## src/rtl/clk_div_ctrl_if.sv

```systemverilog
// Divisor configuration handshake between a host (master) and clk_div_ctrl (slave).
interface clk_div_ctrl_if #(
    parameter int unsigned CNT_W = 8
) ();
    logic             cfg_valid;
    logic [CNT_W-1:0] cfg_div;
    logic             cfg_ready;
    logic             cfg_err;

    modport master (
        output cfg_valid,
        output cfg_div,
        input  cfg_ready,
        input  cfg_err
    );

    modport slave (
        input  cfg_valid,
        input  cfg_div,
        output cfg_ready,
        output cfg_err
    );
endinterface

```

## src/rtl/clk_div_ctrl.sv

```systemverilog
// Run-time programmable clock divider; enable and divisor changes land on period boundaries.
// Optional feature: define CLKDIV_ODD_EN to allow odd divisors (high phase one cycle longer).
module clk_div_ctrl #(
    parameter int unsigned CNT_W     = 8,
    parameter int unsigned RESET_DIV = 4
) (
    input  logic             clk_in,
    input  logic             rst,
    input  logic             en,
    clk_div_ctrl_if.slave    cfg,
    output logic             clk_out,
    output logic             tick,
    output logic             busy,
    output logic [CNT_W-1:0] active_div
);

    typedef enum logic {
        ST_STOP = 1'b0,
        ST_RUN  = 1'b1
    } state_t;

    state_t           state;
    state_t           state_nxt;
    logic [CNT_W-1:0] cnt;
    logic [CNT_W-1:0] cnt_nxt;
    logic [CNT_W-1:0] pend_div;
    logic [CNT_W-1:0] pend_div_nxt;
    logic [CNT_W-1:0] active_div_nxt;
    logic             pend_valid;
    logic             pend_valid_nxt;
    logic             clk_out_nxt;
    logic             tick_nxt;
    logic             cfg_ready_nxt;
    logic             cfg_err_nxt;
    logic             xfer;
    logic             div_legal;
    logic             phase_end;
    logic             boundary;

    // Counter reload values: high = ceil(N/2) cycles, low = floor(N/2) cycles.
    function automatic logic [CNT_W-1:0] high_m1(input logic [CNT_W-1:0] n);
        return (n >> 1) + CNT_W'(n[0]) - CNT_W'(1);
    endfunction

    function automatic logic [CNT_W-1:0] low_m1(input logic [CNT_W-1:0] n);
        return (n >> 1) - CNT_W'(1);
    endfunction

`ifdef CLKDIV_ODD_EN
    assign div_legal = (cfg.cfg_div >= CNT_W'(2));
`else
    assign div_legal = (cfg.cfg_div >= CNT_W'(2)) && !cfg.cfg_div[0];
`endif

    assign xfer      = cfg.cfg_valid && cfg.cfg_ready;
    assign phase_end = (cnt == '0);
    assign boundary  = (state == ST_RUN) && phase_end && !clk_out;

    // State and registered outputs.
    always_ff @(posedge clk_in) begin
        if (rst) begin
            state         <= ST_STOP;
            cnt           <= '0;
            clk_out       <= 1'b0;
            tick          <= 1'b0;
            busy          <= 1'b0;
            cfg.cfg_ready <= 1'b1;
            cfg.cfg_err   <= 1'b0;
            active_div    <= CNT_W'(RESET_DIV);
            pend_div      <= '0;
            pend_valid    <= 1'b0;
        end else begin
            state         <= state_nxt;
            cnt           <= cnt_nxt;
            clk_out       <= clk_out_nxt;
            tick          <= tick_nxt;
            busy          <= (state_nxt == ST_RUN);
            cfg.cfg_ready <= cfg_ready_nxt;
            cfg.cfg_err   <= cfg_err_nxt;
            active_div    <= active_div_nxt;
            pend_div      <= pend_div_nxt;
            pend_valid    <= pend_valid_nxt;
        end
    end

    // Leave RUN only at a period boundary with en low.
    always_comb begin
        state_nxt = state;
        case (state)
            ST_STOP: if (en) state_nxt = ST_RUN;
            ST_RUN:  if (boundary && !en) state_nxt = ST_STOP;
            default: state_nxt = ST_STOP;
        endcase
    end

    always_comb begin
        cnt_nxt        = cnt;
        clk_out_nxt    = clk_out;
        tick_nxt       = 1'b0;
        cfg_ready_nxt  = cfg.cfg_ready;
        cfg_err_nxt    = 1'b0;
        active_div_nxt = active_div;
        pend_div_nxt   = pend_div;
        pend_valid_nxt = pend_valid;

        // A pending divisor retires at a RUN boundary or in the first STOP cycle.
        if (pend_valid && ((state == ST_STOP) || boundary)) begin
            active_div_nxt = pend_div;
            pend_valid_nxt = 1'b0;
            cfg_ready_nxt  = 1'b1;
        end

        // cfg_ready is low while pending, so this never collides with the retire above.
        if (xfer) begin
            if (!div_legal) begin
                cfg_err_nxt = 1'b1;
            end else if (state == ST_STOP) begin
                active_div_nxt = cfg.cfg_div;
            end else begin
                pend_div_nxt   = cfg.cfg_div;
                pend_valid_nxt = 1'b1;
                cfg_ready_nxt  = 1'b0;
            end
        end

        if (state == ST_STOP) begin
            clk_out_nxt = 1'b0;
            if (en) begin
                clk_out_nxt = 1'b1;
                tick_nxt    = 1'b1;
                cnt_nxt     = high_m1(active_div_nxt);
            end
        end else if (!phase_end) begin
            cnt_nxt = cnt - CNT_W'(1);
        end else if (clk_out) begin
            clk_out_nxt = 1'b0;
            cnt_nxt     = low_m1(active_div);
        end else if (en) begin
            clk_out_nxt = 1'b1;
            tick_nxt    = 1'b1;
            cnt_nxt     = high_m1(active_div_nxt);
        end else begin
            clk_out_nxt = 1'b0;
        end
    end

endmodule

```

## src/flat_wrapper.sv

```systemverilog
// flat-port wrapper written by rule: the top's interface ports become plain ports
module clk_div_ctrl_flat 
#(
    parameter int unsigned CNT_W     = 8,
    parameter int unsigned RESET_DIV = 4
)
  (clk_in, rst, en, clk_out, tick, busy, active_div, cfg_cfg_valid, cfg_cfg_div, cfg_cfg_ready, cfg_cfg_err);
  clk_div_ctrl_if #(.CNT_W(CNT_W)) cfg_i ();
  input  logic clk_in;
  input  logic rst;
  input  logic en;
  output logic clk_out;
  output logic tick;
  output logic busy;
  output logic [CNT_W-1:0] active_div;
  input wire logic [$bits(cfg_i.cfg_valid)-1:0] cfg_cfg_valid;
  input wire logic [$bits(cfg_i.cfg_div)-1:0] cfg_cfg_div;
  output wire logic [$bits(cfg_i.cfg_ready)-1:0] cfg_cfg_ready;
  output wire logic [$bits(cfg_i.cfg_err)-1:0] cfg_cfg_err;
  assign cfg_i.cfg_valid = cfg_cfg_valid;
  assign cfg_i.cfg_div = cfg_cfg_div;
  assign cfg_cfg_ready = cfg_i.cfg_ready;
  assign cfg_cfg_err = cfg_i.cfg_err;
  clk_div_ctrl #(.CNT_W(CNT_W), .RESET_DIV(RESET_DIV)) u_core (.clk_in(clk_in), .rst(rst), .en(en), .cfg(cfg_i), .clk_out(clk_out), .tick(tick), .busy(busy), .active_div(active_div));
endmodule
```

## config.mk

```make
export PLATFORM = sky130hd
export DESIGN_NAME = clk_div_ctrl_flat
export DESIGN_NICKNAME = d
export VERILOG_FILES = /design/src/rtl/clk_div_ctrl_if.sv /design/src/rtl/clk_div_ctrl.sv /design/src/flat_wrapper.sv
export SDC_FILE = /design/constraint.sdc
export NUM_CORES = 1
export LEC_CHECK = 0
export BUFFER_PORTS_ARGS = -buffer_cell sky130_fd_sc_hd__buf_4
export CORE_UTILIZATION = 52
export DETAILED_ROUTE_END_ITERATION = 16
export PLACE_DENSITY_LB_ADDON = 0.12
export SLEW_MARGIN = 0
export SYNTH_ARGS = -nofsm -noshare
export SYNTH_HDL_FRONTEND = slang
export SYNTH_SLANG_ARGS = --single-unit
```

## constraint.sdc

```tcl
create_clock -name clk_in -period 5.1 [get_ports clk_in]
set_clock_uncertainty 0.1 [all_clocks]
set_input_delay 0.51 -clock clk_in [delete_from_list [all_inputs] [get_ports clk_in]]
set_output_delay 0.51 -clock clk_in [all_outputs]
set_load 0.02 [all_outputs]
```

==> results of run 1 <==
-- through the flow --
stage	area (µm²)	setup slack, ns	power [mW]	std cells	hold WS [ns]
2_1_floorplan	1850	1.50	0.451	224	0.355
3_3_place_gp	2050	1.55	0.504	283	0.368
3_5_place_dp	2050	1.43	0.506	283	0.367
4_1_cts	2120	1.47	0.659	291	0.331
5_1_grt	2120	1.18	0.704	291	0.340
6_report	2120	1.46	0.661	291	0.336
-- logic make-up after synthesis --
family,after synthesis,share of synthesized area [%]
and+or+nand+nor,87,25.1
muxes,10,5.54
adders and majority gates,6,4.06
buffers and inverters,23,5.27
DFF,30,32.5
xor gates and xnor gates,11,5.21
AOI/OAI and AO/OA,57,22.4
-- critical path: cells and delay by family, from the launching register on --
family | cells | cell delay [ns]
simple gates | 5 | 1.37
buf+inv | 1 | 0.07
flops | 1 | 0.35
fa+ha+maj | 2 | 0.37
compound gates | 5 | 1.12
xor+xnor | 1 | 0.19
-- how the worst max path moves through the flow --
stage | from | endpoint | slack, ns
2_1_floorplan | u_core.cnt[4]$_SDFF_PP0_ | u_core.cnt[6]$_SDFF_PP0_ | 1.50
3_3_place_gp | cfg_cfg_div[7] | u_core.cnt[6]$_SDFF_PP0_ | 1.55
3_5_place_dp | cfg_cfg_div[7] | u_core.cnt[6]$_SDFF_PP0_ | 1.43
4_1_cts | u_core.cnt[4]$_SDFF_PP0_ | u_core.cnt[6]$_SDFF_PP0_ | 1.47
5_1_grt | u_core.cnt[4]$_SDFF_PP0_ | u_core.cnt[6]$_SDFF_PP0_ | 1.18
6_report | u_core.cnt[4]$_SDFF_PP0_ | u_core.cnt[6]$_SDFF_PP0_ | 1.46
-- report_power, final --
| group | switching, mW | internal [mW] |
|---|---|---|
| clock | 0.0898 | 0.0662 |
| sequential | 0.0302 | 0.253 |
| combinational | 0.129 | 0.0928 |
-- cells in the final DEF, fill, tap and decap left out, types with 5 or more instances in the layout --
cell type,count
sky130_fd_sc_hd__dfxtp_1,30
sky130_fd_sc_hd__buf_4,27
sky130_fd_sc_hd__nor2_1,25
sky130_fd_sc_hd__nand2_1,15
sky130_fd_sc_hd__a21oi_1,13
sky130_fd_sc_hd__nand3_1,10
sky130_fd_sc_hd__inv_1,9
sky130_fd_sc_hd__o21ai_0,9
sky130_fd_sc_hd__mux2i_1,8
sky130_fd_sc_hd__nor3_1,8
sky130_fd_sc_hd__xor2_1,7
sky130_fd_sc_hd__ha_1,6
sky130_fd_sc_hd__a31oi_1,5
sky130_fd_sc_hd__clkbuf_4,5
-- per-layer routing --
| layer | GRT usage [%] | up-vias |
|---|---|---|
| met5 | 0 | - |
| met1 | 38.2 | 823 |
| met3 | 7.35 | 8 |
| met2 | 41.9 | 68 |
| li1 | - | 863 |
| met4 | 8.89 | 0 |
-- sequential cells by signal, summed over array words and instances (netlist names) --
name / count
u_core.cfg.cfg_ready: 1
u_core.active_div: 8
u_core.busy: 1
u_core.cfg.cfg_err: 1
u_core.cnt: 8
u_core.pend_div: 8
u_core.clk_out: 1
u_core.tick: 1
u_core.pend_valid: 1
-- layout make-up --
type	count	area share, %
clock buffer	6	2.42
clock inverter	2	0.591
inverter	9	1.60
multi-input combinational	171	54.7
sequential	30	28.4
tap	46	2.72
timing repair buffer	27	9.57
==> qor.yml, run 1 <==
synthesis:
  post_synth_num_cell_types: 49
  synth_largest_area_cell: "sky130_fd_sc_hd__dfxtp_1"
  synth-seq-area-share_pct: 32.5
  synth_async_sr_flop_share_pct: 0
  netlist_area_um2: 1850
  number_of_synthesized_flops_with_an_enable_pin: 0
  netlist_top_cells_area: "sky130_fd_sc_hd__dfxtp_1 32%, sky130_fd_sc_hd__nor2_1 5.1%, sky130_fd_sc_hd__mux2i_1 4.3%, sky130_fd_sc_hd__ha_1 4.1%, sky130_fd_sc_hd__a21oi_1 3.5%"
  ys_warn_count: 0
  synth_common_cells: "30 x sky130_fd_sc_hd__dfxtp_1, 25 x sky130_fd_sc_hd__nor2_1, 15 x sky130_fd_sc_hd__nand2_1"
  net_count_after_synthesis: 242
  postSynth.topFlopCell: "sky130_fd_sc_hd__dfxtp_1"
  synth_cells: 224
  synth.most_common_cell: "sky130_fd_sc_hd__dfxtp_1"
  post-synth-top-area-fraction_pct: 32.5
  yosys_register_bits: 30
  syn_avg_cell_area_um2: 8.26
die:
  die_w_um: 61.7
  chipHeight_um: 61.7
  initial_utilization_pct: 55.0
  core.rowCount: 21
  die_area_um2: 3800
  core_um2: 3360
  ios: 25
critical_path:
  critPathMaxStageDelay_ns: 0.68
  timing_worst_setup_path_type: "flop to flop"
  timing.critical_path.arrival_ns: 3.82
  crit-reg2reg-launch: "u_core.cnt[4]$_SDFF_PP0_"
  timing.critical_path.cells: "or4_1 > o41ai_4 > nand2_1 > nand2_1 > a21oi_1 > a21oi_1 > ha_1 > ha_1 > inv_1 > a2111oi_2 > nor3_1 > nor4_2 > xor2_1 > o2bb2ai_1"
  timing.rr.end: "u_core.cnt[6]$_SDFF_PP0_"
  worst_ep_required_time_ns: 5.28
  worst_r2r_path_depth: 14
  setup.worst_path.end_class: "flop"
  critical-path-slowest-cell: "sky130_fd_sc_hd__or4_1"
  reg2reg_slack_ns: 1.46
  kind_of_start_point_of_the_critical_path: "flop"
  worstPathMaxFanout: 7
route:
  routed.top_layer: "met4"
  routed_wl_um: 4630
  post-route-drc-count: 0
  route.detailed.wl_per_inst_um: 15.9
  ant_nets: 0
  wl_met2_um: 2150
  first_drt_iteration_drcs: 176
  wl_met1_um: 2100
  met3_wirelength_um: 311
  via_per_inst: 6.05
  drt_first_pass_iters: 4
  route.vias.total: 1762
clock_network:
  cts-buffers-inserted: 5
  postCtsResizedCells: 0
  clock_tree_from_tritoncts: "done"
  worstSkewPairLatency_ns: 0.34
  clkSinkCount: 30
  clock_tree.htree_level_count: 2
  clkSlewWorstSetupHoldPaths_ns: 0.11
  hold_buffers: 0
  cts_max_path_buffers: 2
  post_cts.repair.setup_buffers: 0
  root_buffer: "sky130_fd_sc_hd__clkbuf_4"
timing:
  setup_viol: 0
  fmax_mhz: 275
  unrepaired_setup_endpoints_after_global_routing: "false"
  slew_headroom_pct: 30.0
  time_the_final_worst_path_needs_with_i_o_delays_and_setup_ns: 3.64
  setup_tns_ns: 0
  layout_worst_path_cycle_share_pct: 71.4
  pins_over_their_slew_limit: 0
  tightest_slew_ns: 1.04
  timing.final.hold_violations: 0
power_and_ir_drop:
  ir_worst_vdd_v: 0.000171
  power-per-cell-area_nw_per_um2: 312
  total_leakage_power_nw: 0.828
placement:
  port_buffers: 24
  hpwl_um: 3360
  gp_congestion: 0.845
outcome:
  outcome: "finished, final reports clean"
worst_hold_path:
  hold_path_class: "input port to flop"
  min_to: "u_core.pend_div[2]$_SDFFE_PP0P_"
  hold_path.startpoint: "cfg_cfg_div[2]"
  worst_hold_path.num_cells: 3
finish:
  number_of_inserted_diodes: 0
  drive_gt1_share_pct: 18.4
  areaGrowthSynthToFinish_pct: 14.4
  area_used_by_multi_input_combinational_logic_um2: 1160
  layout.nets: 262
  final_core_utilization_pct: 62.9
  register_area_um2: 601
  fill_cells: 320
global_route:
  overall_global_routing_usage_pct: 27.7
  grt_remaining_overflow: 0
  grt_pass1_vias: 1507
  grt_pass1_wl_um: 7500
  grt_antenna_before_repair: 0
  grt_max_degree: 31
job:
  max_cap_viol_count: 0
Note: power is estimated with default switching activity, not from simulation.
==> inputs of run 2 (changes only) <==
--- a/config.mk
+++ b/config.mk
@@ -6,7 +6,7 @@
 export NUM_CORES = 1
 export LEC_CHECK = 0
 export BUFFER_PORTS_ARGS = -buffer_cell sky130_fd_sc_hd__buf_4
-export CORE_UTILIZATION = 52
+export CORE_UTILIZATION = 51
 export DETAILED_ROUTE_END_ITERATION = 16
 export PLACE_DENSITY_LB_ADDON = 0.12
 export SLEW_MARGIN = 0
==> constraint.sdc (replaced) <==
create_clock -name clk_in -period 3.2 [get_ports clk_in]
set_clock_uncertainty 0.1 [all_clocks]
set_input_delay 0.32 -clock clk_in [delete_from_list [all_inputs] [get_ports clk_in]]
set_output_delay 0.32 -clock clk_in [all_outputs]
set_load 0.02 [all_outputs]
==> run 2 against run 1 <==
Compared with the run above: via count grew 3.1%; setup slack lost 1.4 ns; worst hold slack lost 0.20 ns; maximum frequency grew 18%; non-clock buffer count grew 11; register-to-register slack lost 1.4 ns; critical path depth shrank 1; die area grew 1.9%; sequential power grew 57%; first-iteration DRC count shrank 10%; largest power group unchanged.
==> qor.yml, run 2 (synthesized netlist as in run 1, its figures left out) <==
finish:
  layout.nets: 273
  number_of_inserted_diodes: 0
  design_area_um2: 2280
  most-common-layout-cells: "38 x sky130_fd_sc_hd__buf_4, 28 x sky130_fd_sc_hd__dfxtp_1, 25 x sky130_fd_sc_hd__nor2_1"
  fill_cells: 317
  final_core_utilization_pct: 66.9
  areaGrowthSynthToFinish_pct: 23.5
  largest_registers: "u_core.active_div (8), u_core.cnt (8), u_core.pend_div (8)"
  drive_gt1_share_pct: 26.2
  layout.cells.most_common: "sky130_fd_sc_hd__buf_4"
job:
  max_cap_viol_count: 0
placement:
  hpwl_um: 3670
  placed_area_um2: 2200
  worst_setup_slack_before_clock_tree_synthesis_ns: 0.00960
  port_buffers: 24
  gp_congestion: 0.852
timing:
  fmax_mhz: 323
  layout_worst_path_cycle_share_pct: 96.7
  setup_slack_ns: 0.105
  setup_viol: 0
  slew_headroom_pct: 68.6
  pins_over_their_slew_limit: 0
  time_the_final_worst_path_needs_with_i_o_delays_and_setup_ns: 3.10
  unrepaired_setup_endpoints_after_global_routing: "true"
  tightest_slew_ns: 0.467
  hold_slack_ns: 0.134
  timing.final.hold_violations: 0
route:
  first_drt_iteration_drcs: 158
  route.detailed.wl_per_inst_um: 16.5
  post-route-drc-count: 0
  route.vias.total: 1816
  routed_wl_um: 4980
  drt_first_pass_iters: 5
  ant_nets: 0
  via_per_inst: 6.01
global_route:
  grt_antenna_before_repair: 0
  grt_pass1_vias: 1743
  grt.met1_usage_pct: 38.1
  grtUsageMet3_pct: 5.88
  overall_global_routing_usage_pct: 28.4
  globalRoute.busiestLayer: "met2"
  grt_pass1_wl_um: 8550
  grt_util_met2_pct: 43.7
  grt_remaining_overflow: 0
  grt_max_degree: 31
clock_network:
  root_buffer: "sky130_fd_sc_hd__clkbuf_4"
  worstSkewPairLatency_ns: 0.35
  clkSlewWorstSetupHoldPaths_ns: 0.10
  cts_max_path_buffers: 2
  hold_buffers: 0
  clock_tree_from_tritoncts: "done"
  clock_tree.htree_level_count: 2
  cts-buffers-inserted: 5
  clkSinkCount: 30
  post_cts.repair.setup_buffers: 0
die:
  core.rowCount: 21
  initial_utilization_pct: 54.2
  chipHeight_um: 62.2
  ios: 25
  die_w_um: 62.2
  die_area_um2: 3870
  core_um2: 3420
critical_path:
  setup.worst_path.end_class: "flop"
  timing_worst_setup_path_type: "flop to flop"
  reg2reg_slack_ns: 0.10
  timing.critical_path.arrival_ns: 3.28
  kind_of_start_point_of_the_critical_path: "flop"
  worst_ep_required_time_ns: 3.39
  worstPathMaxFanout: 7
power_and_ir_drop:
  power-per-cell-area_nw_per_um2: 507
  total_power_mw: 1.16
  ir_worst_vdd_v: 0.000328
  total_leakage_power_nw: 0.911
outcome:
  outcome: "finished, final reports clean"
worst_hold_path:
  hold_path_class: "input port to flop"
run 2: power by group:
part	total [mW]	internal (mW)	switching (mW)
Clock	0.303	0.162	0.142
Sequential	0.443	0.404	0.0389
Combinational	0.412	0.179	0.233
run 2: cell type report:
cell class / count / area (µm²) / share of cell area (%)
sequential: 30 / 603 / 26.4
timing repair buffer: 38 / 285 / 12.5
multi-input combinational: 171 / 1230 / 53.7
clock inverter: 3 / 40.0 / 1.75
tap: 46 / 57.6 / 2.52
clock buffer: 5 / 37.5 / 1.64
inverter: 9 / 33.8 / 1.48
run 2: worst max-delay path, cell delays in order (launching register included):
cell and delay (ns):
sky130_fd_sc_hd__dfxtp_2 0.35, sky130_fd_sc_hd__or4_4 0.59, sky130_fd_sc_hd__o41ai_4 0.33, sky130_fd_sc_hd__nand2_2 0.12, sky130_fd_sc_hd__mux2_4 0.32, sky130_fd_sc_hd__nand2_4 0.08, sky130_fd_sc_hd__ha_4 0.14, sky130_fd_sc_hd__ha_4 0.13
sky130_fd_sc_hd__inv_2 0.05, sky130_fd_sc_hd__a2111oi_4 0.24, sky130_fd_sc_hd__nor3_2 0.10, sky130_fd_sc_hd__nor4_2 0.19, sky130_fd_sc_hd__xor2_1 0.18, sky130_fd_sc_hd__o2bb2ai_1 0.12
run 2: what timing repair did:
item                       4_1_cts  5_1_grt
gates resized for setup          1        2
cloned                           0        0
setup endpoints to repair        1        1
run 2: through the flow:
step	setup TNS, ns	std cells
after floorplan	-0.0242	224
after global placement	0	294
after detailed placement	0	294
after CTS	0	302
after global routing	-0.0493	302
final	0	302
run 2: path summary, 6_finish.rpt:
kind,to,from,cells past startpoint
worst max-delay path,u_core.cnt[6]$_SDFF_PP0_,u_core.cnt[3]$_SDFF_PP0_,13
worst min-delay path,u_core.pend_div[6]$_SDFFE_PP0P_,cfg_cfg_div[6],3
worst max register to register,u_core.cnt[6]$_SDFF_PP0_,u_core.cnt[3]$_SDFF_PP0_,13
worst min register to register,u_core.pend_div[0]$_SDFFE_PP0P_,u_core.pend_div[0]$_SDFFE_PP0P_,1
run 2: metal layers:
metal  routed length, µm  vias up
met4                 145        0
li1                    -      885
met5                   0        -
met1                2280      863
met3                 265       14
met2                2280       54
